[config.mk]
export PLATFORM = sky130hd
export DESIGN_NAME = cond_unit
export DESIGN_NICKNAME = d
export VERILOG_FILES = /design/src/rtl/cond_unit.sv
export SDC_FILE = /design/constraint.sdc
export NUM_CORES = 1
export LEC_CHECK = 0
export ABC_CLOCK_PERIOD_IN_PS = 3030
export BUFFER_PORTS_ARGS = -buffer_cell sky130_fd_sc_hd__clkbuf_2
export CAP_MARGIN = 10
export CORE_UTILIZATION = 40
export CTS_CLUSTER_SIZE = 8
export DETAILED_ROUTE_END_ITERATION = 7
export PLACE_DENSITY = 0.75
export SLEW_MARGIN = 20
export SYNTH_ARGS = -nofsm -noshare
export SYNTH_HDL_FRONTEND = slang
export SYNTH_SLANG_ARGS = --single-unit
export TNS_END_PERCENT = 1
[constraint.sdc]
create_clock -name clk_i -period 3.03 [get_ports clk_i]
set_input_delay 0.303 -clock clk_i [delete_from_list [all_inputs] [get_ports clk_i]]
set_output_delay 0.303 -clock clk_i [all_outputs]
set_load 0.1 [all_outputs]
[src/rtl/cond_unit.sv]
// Conditional-execution stage: holds NZCV, evaluates the condition field against it,
// gates the decoder write/branch strobes and keeps saturating executed/squashed counts.
module cond_unit #(
    parameter int CNT_W = 16
) (
    input  logic             clk_i,
    input  logic             rst_i,
    input  logic [3:0]       cond_i,
    input  logic [3:0]       alu_flags_i,
    input  logic [1:0]       flag_write_i,
    input  logic             pc_src_i,
    input  logic             reg_write_i,
    input  logic             mem_write_i,
    input  logic             stall_i,
    output logic             pc_src_o,
    output logic             reg_write_o,
    output logic             mem_write_o,
    output logic             cond_ex_o,
    output logic [3:0]       flags_o,
    output logic [CNT_W-1:0] exec_count_o,
    output logic [CNT_W-1:0] squash_count_o
);

    // flags_reg = {N, Z, C, V}
    logic [3:0]  flags_reg;
    logic [15:0] pass_vec;
    logic        commit;
    logic [1:0]  cnt_inc;

    function automatic logic eval_cond(input logic [3:0] code, input logic [3:0] f);
        logic n, z, c, v, res;
        n = f[3];
        z = f[2];
        c = f[1];
        v = f[0];
        res = 1'b0;
        case (code)
            4'b0000: res = z;
            4'b0001: res = ~z;
            4'b0010: res = c;
            4'b0011: res = ~c;
            4'b0100: res = n;
            4'b0101: res = ~n;
            4'b0110: res = v;
            4'b0111: res = ~v;
            4'b1000: res = c & ~z;
            4'b1001: res = ~c | z;
            4'b1010: res = ~(n ^ v);
            4'b1011: res = n ^ v;
            4'b1100: res = ~z & ~(n ^ v);
            4'b1101: res = z | (n ^ v);
            4'b1110: res = 1'b1;
            default: res = 1'b0;
        endcase
        return res;
    endfunction

    // All sixteen outcomes are evaluated in parallel off the registered flags;
    // the condition field then just selects one, keeping cond_i off the deep path.
    generate
        for (genvar gi = 0; gi < 16; gi++) begin : g_cond
            localparam logic [3:0] CODE = gi[3:0];
            assign pass_vec[gi] = eval_cond(CODE, flags_reg);
        end
    endgenerate

    assign cond_ex_o   = pass_vec[cond_i];
    assign commit      = cond_ex_o & ~stall_i;
    assign pc_src_o    = pc_src_i    & commit;
    assign reg_write_o = reg_write_i & commit;
    assign mem_write_o = mem_write_i & commit;
    assign flags_o     = flags_reg;

    // flag_write_i is only inspected once commit is known true, so an undefined
    // write mask on a squashed or stalled instruction cannot reach the register.
    always_ff @(posedge clk_i) begin
        if (rst_i) begin
            flags_reg <= 4'b0000;
        end else if (commit) begin
            if (flag_write_i[1]) flags_reg[3:2] <= alu_flags_i[3:2];
            if (flag_write_i[0]) flags_reg[1:0] <= alu_flags_i[1:0];
        end
    end

    assign cnt_inc[0] = ~stall_i &  cond_ex_o;
    assign cnt_inc[1] = ~stall_i & ~cond_ex_o;

    // Index 0 counts executed instructions, index 1 counts squashed ones.
    generate
        for (genvar gi = 0; gi < 2; gi++) begin : g_cnt
            logic [CNT_W-1:0] cnt_reg;
            logic [CNT_W-1:0] cnt_next;

            always_comb begin
                cnt_next = cnt_reg;
                if (cnt_inc[gi] && (cnt_reg != {CNT_W{1'b1}}))
                    cnt_next = cnt_reg + {{(CNT_W-1){1'b0}}, 1'b1};
            end

            always_ff @(posedge clk_i) begin
                if (rst_i) cnt_reg <= '0;
                else       cnt_reg <= cnt_next;
            end
        end
    endgenerate

    assign exec_count_o   = g_cnt[0].cnt_reg;
    assign squash_count_o = g_cnt[1].cnt_reg;

endmodule

Word level (Yosys, flattened, before mapping)
Index checks and enable logic that the tools add are counted.
{ "totals": {"regBits": 36, "word_cells": 32, "out_inout_bits": 40, "inputBits": 16} }
{ "op_classes": {"order_cmp": 1, "n_addsub": 2, "n_mux": 2, "n_eq_ne": 2, "bitwise_logic": 17, "reduce_logical": 4} }
{ "op_table": {"columns": ["cell", "count"], "rows": [
  ["adder 16 x 1 -> 16 bit, second input constant", 2],
  ["!= test 16 bit, second input constant", 2],
  ["AND 1 bit", 7],
  ["inverter 1 bit", 7],
  ["< comparator 4 x 5 -> 1 bit, second input constant", 1],
  ["binary-select mux 1 bit (select 4 bit)", 1],
  ["AND reduction 2 bit", 2],
  ["logical AND 1 bit", 2],
  ["bitwise OR 1 bit", 2],
  ["two-way mux 1 bit", 1],
  ["XOR 1 bit", 1]
]} }

Logic depth before layout (Yosys ltp)
Gate-level depths: netlist of run 1.
{ "depth": {"ltp_word": 8, "depth_mapped": 8, "mapped_depth_nobuf": 7} }

Worst setup path after synthesis of run 1
No wires, ideal clock.
{ "synth_timing": {"path_kind": "register to output", "start": "reg flags_reg[0], in the netlist flags_o[0]", "end": "out mem_write_o", "required_time_ns": 2.727, "arrival_time_ns": 2.951, "path_slack_ns": -0.224, "path_buffers": 1, "stages_incl_launch_ff": 8, "path_cell_list": "dfxtp_1 > nand4bb_1 > o311a_1 > and4_4 > nor2_4 > inv_2 > buf_6 > and3_1"} }
{ "synth_via": {"elab_chain_cells": 7, "elab_cells_between_ends": 9, "cone_classes": "mux: 2; bitwise: 7"} }
{ "synth_rtl": {"columns": ["element", "line_no", "text"], "rows": [
  ["start, declared", "25", "logic [3:0] flags_reg;"],
  ["start signal, assigned", "81", "if (flag_write_i[0]) flags_reg[1:0] <= alu_flags_i[1:0];"],
  ["XOR 1 bit", null, null],
  ["inverter 1 bit", "48, 50", null],
  ["AND 1 bit", "50", "4'b1100: res = ~z & ~(n ^ v);"],
  ["binary-select mux 1 bit (select 4 bit) (*)", "67", "assign cond_ex_o = pass_vec[cond_i];"],
  ["two-way mux 1 bit (implied by the code) (*)", "67", null],
  ["named net cond_ex_o", "18", "output logic cond_ex_o,"],
  ["AND 1 bit (*)", "68", "assign commit = cond_ex_o & ~stall_i;"],
  ["AND 1 bit (*)", "71", "assign mem_write_o = mem_write_i & commit;"],
  ["end, declared", "17", "output logic mem_write_o,"]
]} }
Mark *: on every way through the listed nets, which the timed path passes. The rest lies on a longest branch. The select of a mux whose other input is x is not followed.

Worst setup path after layout of run 1
{ "layout_timing": {"start": "reg flags_reg[0], in the netlist flags_o[0]", "end": "out mem_write_o"} }
{ "layout_via": {"elab_chain_cells": 7, "elab_cells_between_ends": 9, "cone_classes": "mux: 2; bitwise: 7"} }
{ "layout_rtl": {"columns": ["element", "line_no"], "rows": [
  ["XOR 1 bit", null],
  ["inverter 1 bit", "48, 50"],
  ["AND 1 bit", "50"],
  ["binary-select mux 1 bit (select 4 bit) (*)", "67"],
  ["two-way mux 1 bit (implied by the code) (*)", "67"],
  ["AND 1 bit (*)", "68"],
  ["AND 1 bit (*)", "71"]
]} }
Every way passes the cells marked *; elsewhere a longest branch is shown, timed or not. The select of a mux whose other input is x is not followed.

==> flow_summary.ini, run 1 <==
[finish]
stdcell_count = 364
stdcell_area_um2 = 2500
nFillCells = 490
seqCellArea_um2 = 721
fin_nets = 314
syn2layout_area_growth_pct = 19.9
insertedDiodeCount = 0
multi_input_area_um2 = 1280
drive_above_1_share_pct = 30.3

[cts]
htreeDepth = 2
clk_path_buf_depth = 2
root_buffer = clkbuf_8
clkTransAtPathRegs_ns = 0.07
clock_latency_ns = 0.29
ctsResizeCount = 0
numCtsBuffers = 5
cts_sinks = 36
cts_tree = done
ctsHoldBuffers = 0
post_cts_buffers = 0

[grt]
grt_max_degree = 29
grt_usage_pct = 19.5
grt_antenna_before_repair = 0
grt_pass1_vias = 1844
grt.overflow.total = 0
grt_pass1_wl_mm = 8.27

[critical_path]
cp-start-kind = flop
worstReg2RegStart = flags_o[0]
crit_path_start = flags_o[0]
path_max_fanout = 17
critical_path_class = reg2out
end_kind = primary output
arrival_ns = 2.41
critPathRequiredTime_ns = 2.73

[synthesis]
ys_types = 45
ys_seq_elements = 36
synth.most_common_cell = dfxtp_1
synthTopCellsByArea = dfxtp_1, mux2_2, nor2_1
synth_area_leader_cell = dfxtp_1
synth-edff-count = 0
ys_seq_area_share_pct = 34.6
yosys.area.top_type_share_pct = 34.6
ys_warn_count = 0
postSynth.asyncResetShare_pct = 0
synthTopCellsByCount = dfxtp_1, nor2_1, nand3_1
syn-cell-area_um2 = 2080
avgSynthCellArea_um2 = 8.58
synth_fp_nets = 261
synth_cells = 243
ys.flop_type = dfxtp_1

[sta]
finalSetupViolCount = 0
tns_ns = 0
finClkSkew_ns = 0.00753
fmax_ghz = 0.368
rsz0062_at_grt = no
tightest_slew_ns = 0.608
worst_slack_ns = 0.312
finalHoldViolations = 0
fin_crit_sh_pct = 89.7
fin_crit_ns = 2.72
slew_viol_final = 0
relSlewSlack_pct = 59.4

[routing]
route.vias.total = 1994
drt_first_pass_iters = 4
dr.first_iter.drc_count = 110
drc = 0
wl_per_cell_um = 13.8
wl_mm = 5.04
ant_nets = 0
viasPerCell = 5.48

[hold_path]
holdCritStartpoint = alu_flags_i[1]
hold_path.class = in2reg

[placement]
pre_cts_ws_ns = 0.479
placed_cell_area_um2 = 2410
io_buffers = 55
place.gp.congestion = 0.816
dp_cells = 356
hpwl_mm = 3.62

[die]
num_rows = 25
die_area_um2 = 5500
initial_core_util_pct = 42.7
die_h_um = 74.2
core_um2 = 4880
ioPinCount = 56
die_w_um = 74.2

[pwr]
power_density_nw_per_um2 = 411
irDropWorstVdd_uv = 210
p_leak_nw = 1.03

[run_status]
outcome = finished clean

[flow_run]
maxCapViolCount = 0
## final timing paths
| kind | endpoint | slack [ns] | cells past startpoint |
|---|---|---|---|
| max reg2reg | squash_count_o[6] | 0.69 | 7 |
| min reg2reg | exec_count_o[9] | 0.50 | 2 |
| max | mem_write_o | 0.31 | 7 |
| min | flags_o[1] | 0.25 | 3 |
## logic make-up after synthesis
logic type / synth area share, %
compound gates: 12.5
xor+xnor: 1.68
fa+ha+maj: 1.20
buf+inv: 3.84
flops: 34.6
mux: 10.4
simple gates: 35.8
## power breakdown
part	total, mW	switching, mW	leakage, nW	internal [mW]
Clock	0.358	0.172	0.0455	0.186
Sequential	0.487	0.00787	0.291	0.479
Combinational	0.184	0.144	0.697	0.0396
## worst max-delay path, cell delays in order, from the launching register on
cell	delay, ns
dfxtp_1	0.40
nand4bb_1	0.15
o311a_1	0.25
a31oi_4	0.16
nor2_4	0.35
inv_2	0.20
and3_2	0.25
clkbuf_2	0.36
## routing by layer
metal	global-route usage [%]	up-vias	part of all wire, %
li1	-	1002	-
met1	24.3	942	46
met2	32.3	45	48
met3	5.42	5	4.6
met4	6.62	0	1.4
met5	0	-	0
## cell usage in the layout, fill, tap and decap left out, drive strengths merged
master   netlist  final
nor2b         14     14
mux2i          6      6
nor3b          1      1
nand3b         2      2
mux2          14     14
or4            8      8
or3            4      4
a31o           3      3
buf            3      3
a41oi          1      1
o311a          1      1
o211ai         2      2
inv            6      6
nor4b          3      3
nor2          29     29
o31ai          9      9
clkbuf         9     63
nand4          6      6
o41ai          2      2
o21ai          3      3
and4           2      2
a31oi          1      1
nand2         11     11
xnor2          2      2
and3           8      8
and2           1      1
nand3         18     18
nand2b         4      4
nand4bb        1      1
a21oi         15     15
nor4           8      8
dfxtp         36     36
ha             2      2
xor2           2      2
nor3           6      6
## layout make-up
class,count,share of cell area (%)
clock buffer,8,3.60
inverter,6,0.901
multi-input combinational,189,51.4
sequential,36,28.8
tap,67,3.35
timing repair buffer,58,11.9
## sequential cells by signal, summed over array words and instances (netlist names)
register	flops
exec_count_o	16
flags_o	4
squash_count_o	16
## metrics by stage
step	util (%)	power (mW)	hold WS, ns
after floorplan	-	0.649	0.447
after global placement	49.4	0.678	0.485
after detailed placement	49.4	0.682	0.495
after CTS	51.2	1.04	0.241
after global routing	51.2	1.07	0.259
final	51.2	1.03	0.246
Power figures use the tool's default switching activity.
==> inputs of run 2 (changes only) <==
- RECOVER_POWER: default -> 100
==> run 2 against run 1 <==
Sequential cell count unchanged. Non-clock buffer count unchanged. Combinational power decreased by 4%. Clock power about the same.
==> flow_summary.ini, run 2 (same netlist as run 1, synthesis figures left out) <==
[routing]
drt_first_pass_iters = 4
wl_mm = 5.05
drc = 0
wl_met3_um = 226
wl_met2_mm = 2.36
viasPerCell = 5.54
dr.first_iter.drc_count = 137
route.vias.total = 2016
met1_length_mm = 2.39
wl_per_cell_um = 13.9
ant_nets = 0
top_layer = met4

[critical_path]
crit_family = simple AND/OR/NAND/NOR gates
critical_path_class = reg2out
critPathRequiredTime_ns = 2.73
path_cells = xor2_1 -> nand3_1 -> and4_1 -> nor2_4 -> inv_2 -> and3_2 -> clkbuf_2
cp-start-kind = flop
arrival_ns = 2.45
slowest_stage = dfxtp_1
path_max_fanout = 17
max_stage_delay_ns = 0.40
path_buf_inv = 2
end_kind = primary output

[placement]
io_buffers = 55
placed_cell_area_um2 = 2410
pre_cts_ws_ns = 0.479
dp_cells = 356
hpwl_mm = 3.62
place.gp.congestion = 0.816

[die]
die_h_um = 74.2
die_area_um2 = 5500
die_w_um = 74.2
initial_core_util_pct = 42.7
ioPinCount = 56
num_rows = 25
core_um2 = 4880

[pwr]
power_density_nw_per_um2 = 422
total_power_mw = 1.02
irDropWorstVdd_uv = 210
p_leak_nw = 0.901

[hold_path]
hold_path.class = in2reg

[cts]
cts_tree = done
htreeDepth = 2
numCtsBuffers = 5
ctsHoldBuffers = 0
clock_latency_ns = 0.29
post_cts_buffers = 0
root_buffer = clkbuf_8
clkTransAtPathRegs_ns = 0.07
ctsResizeCount = 0
cts_sinks = 36
clk_path_buf_depth = 2

[finish]
syn2layout_area_growth_pct = 15.8
postLayoutCoreUtil_pct = 49.5
final_common_cell = clkbuf_1
drive_above_1_share_pct = 16.5
final_cell_mix = clkbuf_1, dfxtp_1, nor2_1
insertedDiodeCount = 0
stdcell_count = 364
fin_nets = 314
stdcell_area_um2 = 2410

[sta]
rsz0062_at_grt = no
finClkSkew_ns = 0.00735
fmax_ghz = 0.363
relSlewSlack_pct = 20.6
worst_slack_ns = 0.275
fin_crit_ns = 2.76
tightest_slew_ns = 1.20
fin_crit_sh_pct = 90.9
slew_viol_final = 0
finalHoldViolations = 0
finalSetupViolCount = 0

[grt]
grt_pass1_vias = 1844
grt_max_degree = 29
grt.overflow.total = 0
grt_pass1_wl_mm = 8.27
grt_usage_pct = 19.5
grt_antenna_before_repair = 0

[run_status]
outcome = finished clean

[flow_run]
maxCapViolCount = 0
==> run 2: final cells by class <==
type,count,area [um2]
Tap cell,67,83.8
Multi-Input combinational cell,189,1250
Timing Repair Buffer,58,249
Clock buffer,8,90.1
Inverter,6,22.5
Sequential cell,36,721
Fill cell,515,2460
==> run 2: routing by layer <==
metal,vias up,global-route usage (%)
met1,965,24.3
met4,0,6.62
li1,999,-
met2,47,32.3
met3,5,5.42
met5,-,0
==> run 2: worst paths after layout <==
path	start	end	slack, ns	depth (start not counted)
setup / recovery	flags_o[0]	mem_write_o	0.27	7
hold / removal	alu_flags_i[1]	flags_o[1]	0.25	3
setup reg to reg	flags_o[0]	squash_count_o[11]	0.56	6
hold reg to reg	exec_count_o[9]	exec_count_o[9]	0.50	2
==> run 2: through the flow <==
step	hold WS, ns	setup TNS [ns]
6_report	0.246	0
5_1_grt	0.259	0
4_1_cts	0.241	0
3_5_place_dp	0.495	0
3_3_place_gp	0.485	0
2_1_floorplan	0.447	-0.447
==> run 2: where the power goes <==
group          internal [mW]  switching, mW  total, mW
combinational         0.0361          0.141      0.177
clock                  0.186          0.170      0.356
sequential             0.479        0.00791      0.487
==> run 2: tightest hold or removal path, stage by stage <==
cell	delay [ns]
clkbuf_2	0.08
mux2i_1	0.05
nor2_1	0.07
==> inputs of run 3 (changes only) <==
--- a/config.mk
+++ b/config.mk
@@ -8,3 +8,3 @@
 export ABC_CLOCK_PERIOD_IN_PS = 3030
-export BUFFER_PORTS_ARGS = -buffer_cell sky130_fd_sc_hd__clkbuf_2
+export BUFFER_PORTS_ARGS = -buffer_cell sky130_fd_sc_hd__buf_2
 export CAP_MARGIN = 10
@@ -13,2 +13,3 @@
 export DETAILED_ROUTE_END_ITERATION = 7
+export MAX_ROUTING_LAYER = met4
 export PLACE_DENSITY = 0.75
==> constraint.sdc (replaced) <==
create_clock -name clk_i -period 3.03 [get_ports clk_i]
set_input_delay 0.7575 -clock clk_i [delete_from_list [all_inputs] [get_ports clk_i]]
set_output_delay 0.7575 -clock clk_i [all_outputs]
set_load 0.1 [all_outputs]
==> run 3 against run 2 <==
Power fell by 1.7%. Sequential share of layout area fell by 0.52 points. Fmax fell by 4.3%. Combinational power rose by 7%. First-iteration DRC count rose by 3.6%. Via count fell by 2.5%. Critical path depth rose by 1. Clock skew fell by 0.00078 ns. Largest cell class unchanged.
==> flow_summary.ini, run 3 (same netlist as run 1, synthesis figures left out) <==
[run_status]
outcome = finished clean

[grt]
grt.overflow.total = 0
grt_pass1_wl_mm = 7.87
grt_pass1_vias = 1793
grt_antenna_before_repair = 0
grt_usage_pct = 19.0
grt_max_degree = 45

[cts]
post_cts_buffers = 0
clk_path_buf_depth = 2
ctsResizeCount = 0
clkTransAtPathRegs_ns = 0.07
numCtsBuffers = 5
htreeDepth = 2
ctsHoldBuffers = 0
cts_sinks = 36
cts_tree = done
clock_latency_ns = 0.29
root_buffer = clkbuf_8

[finish]
final_common_cell = clkbuf_1
final_cell_mix = clkbuf_1, dfxtp_1, nor2_1
drive_above_1_share_pct = 19.4
fin_nets = 317
nFillCells = 531
syn2layout_area_growth_pct = 18.7
multi_input_area_um2 = 1280
insertedDiodeCount = 0
seqCellArea_um2 = 726
postLayoutCoreUtil_pct = 50.7
stdcell_area_um2 = 2470

[sta]
finalSetupViolCount = 0
finClkSkew_ns = 0.00657
finalHoldViolations = 0
fin_crit_ns = 2.88
fin_crit_sh_pct = 95.0
tightest_slew_ns = 1.20
slew_viol_final = 0
rsz0062_at_grt = no
whs_ns = 0.496
relSlewSlack_pct = 20.5
tns_ns = 0
fmax_ghz = 0.347

[routing]
ant_nets = 0
dr.first_iter.drc_count = 142
drt_first_pass_iters = 4
viasPerCell = 5.37
wl_per_cell_um = 12.9
route.vias.total = 1966
drc = 0
wl_mm = 4.72

[critical_path]
slowest_stage = o311a_1
critical_path_class = in2out
critPathRequiredTime_ns = 2.27
arrival_ns = 2.12
path_max_fanout = 5
path_cells = buf_2 -> xnor2_1 -> o311a_1 -> a31oi_4 -> nor2_4 -> inv_2 -> and3_4 -> buf_6
max_stage_delay_ns = 0.34
end_kind = primary output
cp-start-kind = input port
ff2ff_path_depth = 7

[placement]
hpwl_mm = 3.44
io_buffers = 55
place.gp.congestion = 0.825
placed_cell_area_um2 = 2510

[pwr]
power_density_nw_per_um2 = 405
p_leak_nw = 0.905
irDropWorstVdd_uv = 176

[die]
core_um2 = 4880
die_area_um2 = 5500
ioPinCount = 56
die_h_um = 74.2
initial_core_util_pct = 42.7
die_w_um = 74.2
num_rows = 25

[flow_run]
maxCapViolCount = 0

[hold_path]
min_path_cells = 2
hold_path.class = reg2reg
[run 3: changes by cell type in the layout (fill, tap and decap cells not counted), moves of 2 or more]
cell / change
and3_1: -2
dfxtp_2: +4
and3_4: +3
clkbuf_2: -19
buf_2: +15
buf_6: +3
dfxtp_1: -4
[run 3: per-layer routing]
| layer | part of all wire (%) | up-vias | GRT usage, % |
|---|---|---|---|
| li1 | - | 1010 | - |
| met1 | 48 | 907 | 23.9 |
| met2 | 46 | 43 | 30.5 |
| met3 | 4.8 | 6 | 4.07 |
| met4 | 1.2 | 0 | 5.77 |
| met5 | 0 | - | - |
[run 3: worst max-delay path: cells and delay by family]
| family | cells | cell delay (ns) |
|---|---|---|
| buffers and inverters | 3 | 0.44 |
| and+or+nand+nor | 2 | 0.25 |
| AOI/OAI and AO/OA | 2 | 0.55 |
| xor gates and xnor gates | 1 | 0.12 |
[run 3: stage by stage]
step,std cells,total power [mW],setup slack (ns)
after floorplan,243,0.657,0.00411
after CTS,366,1.03,0.134
after global routing,366,1.04,0.0625
after global placement,359,0.705,0.178
final,366,1.00,0.151
after detailed placement,359,0.709,0.135
[run 3: worst paths after layout]
path	startpoint	to	slack (ns)
worst max-delay path	cond_i[1]	mem_write_o	0.15
worst min-delay path	exec_count_o[9]	exec_count_o[9]	0.50
worst max register to register	flags_o[0]	squash_count_o[15]	0.63
worst min register to register	exec_count_o[9]	exec_count_o[9]	0.50
[run 3: final cells by class]
cell class / instances / area share [%]
well taps: 67 / 3.39
flip-flops and latches: 36 / 29.3
multi-input cells: 189 / 51.7
inverters: 6 / 0.910
clock inverters: 1 / 0.202
repair buffers: 61 / 11.5
clock buffers: 6 / 2.93
[run 3: power breakdown]
part	internal [mW]	total, mW	leakage [nW]	switching, mW
logic	0.0460	0.190	0.572	0.144
registers	0.480	0.487	0.292	0.00788
clock network	0.156	0.325	0.0410	0.169
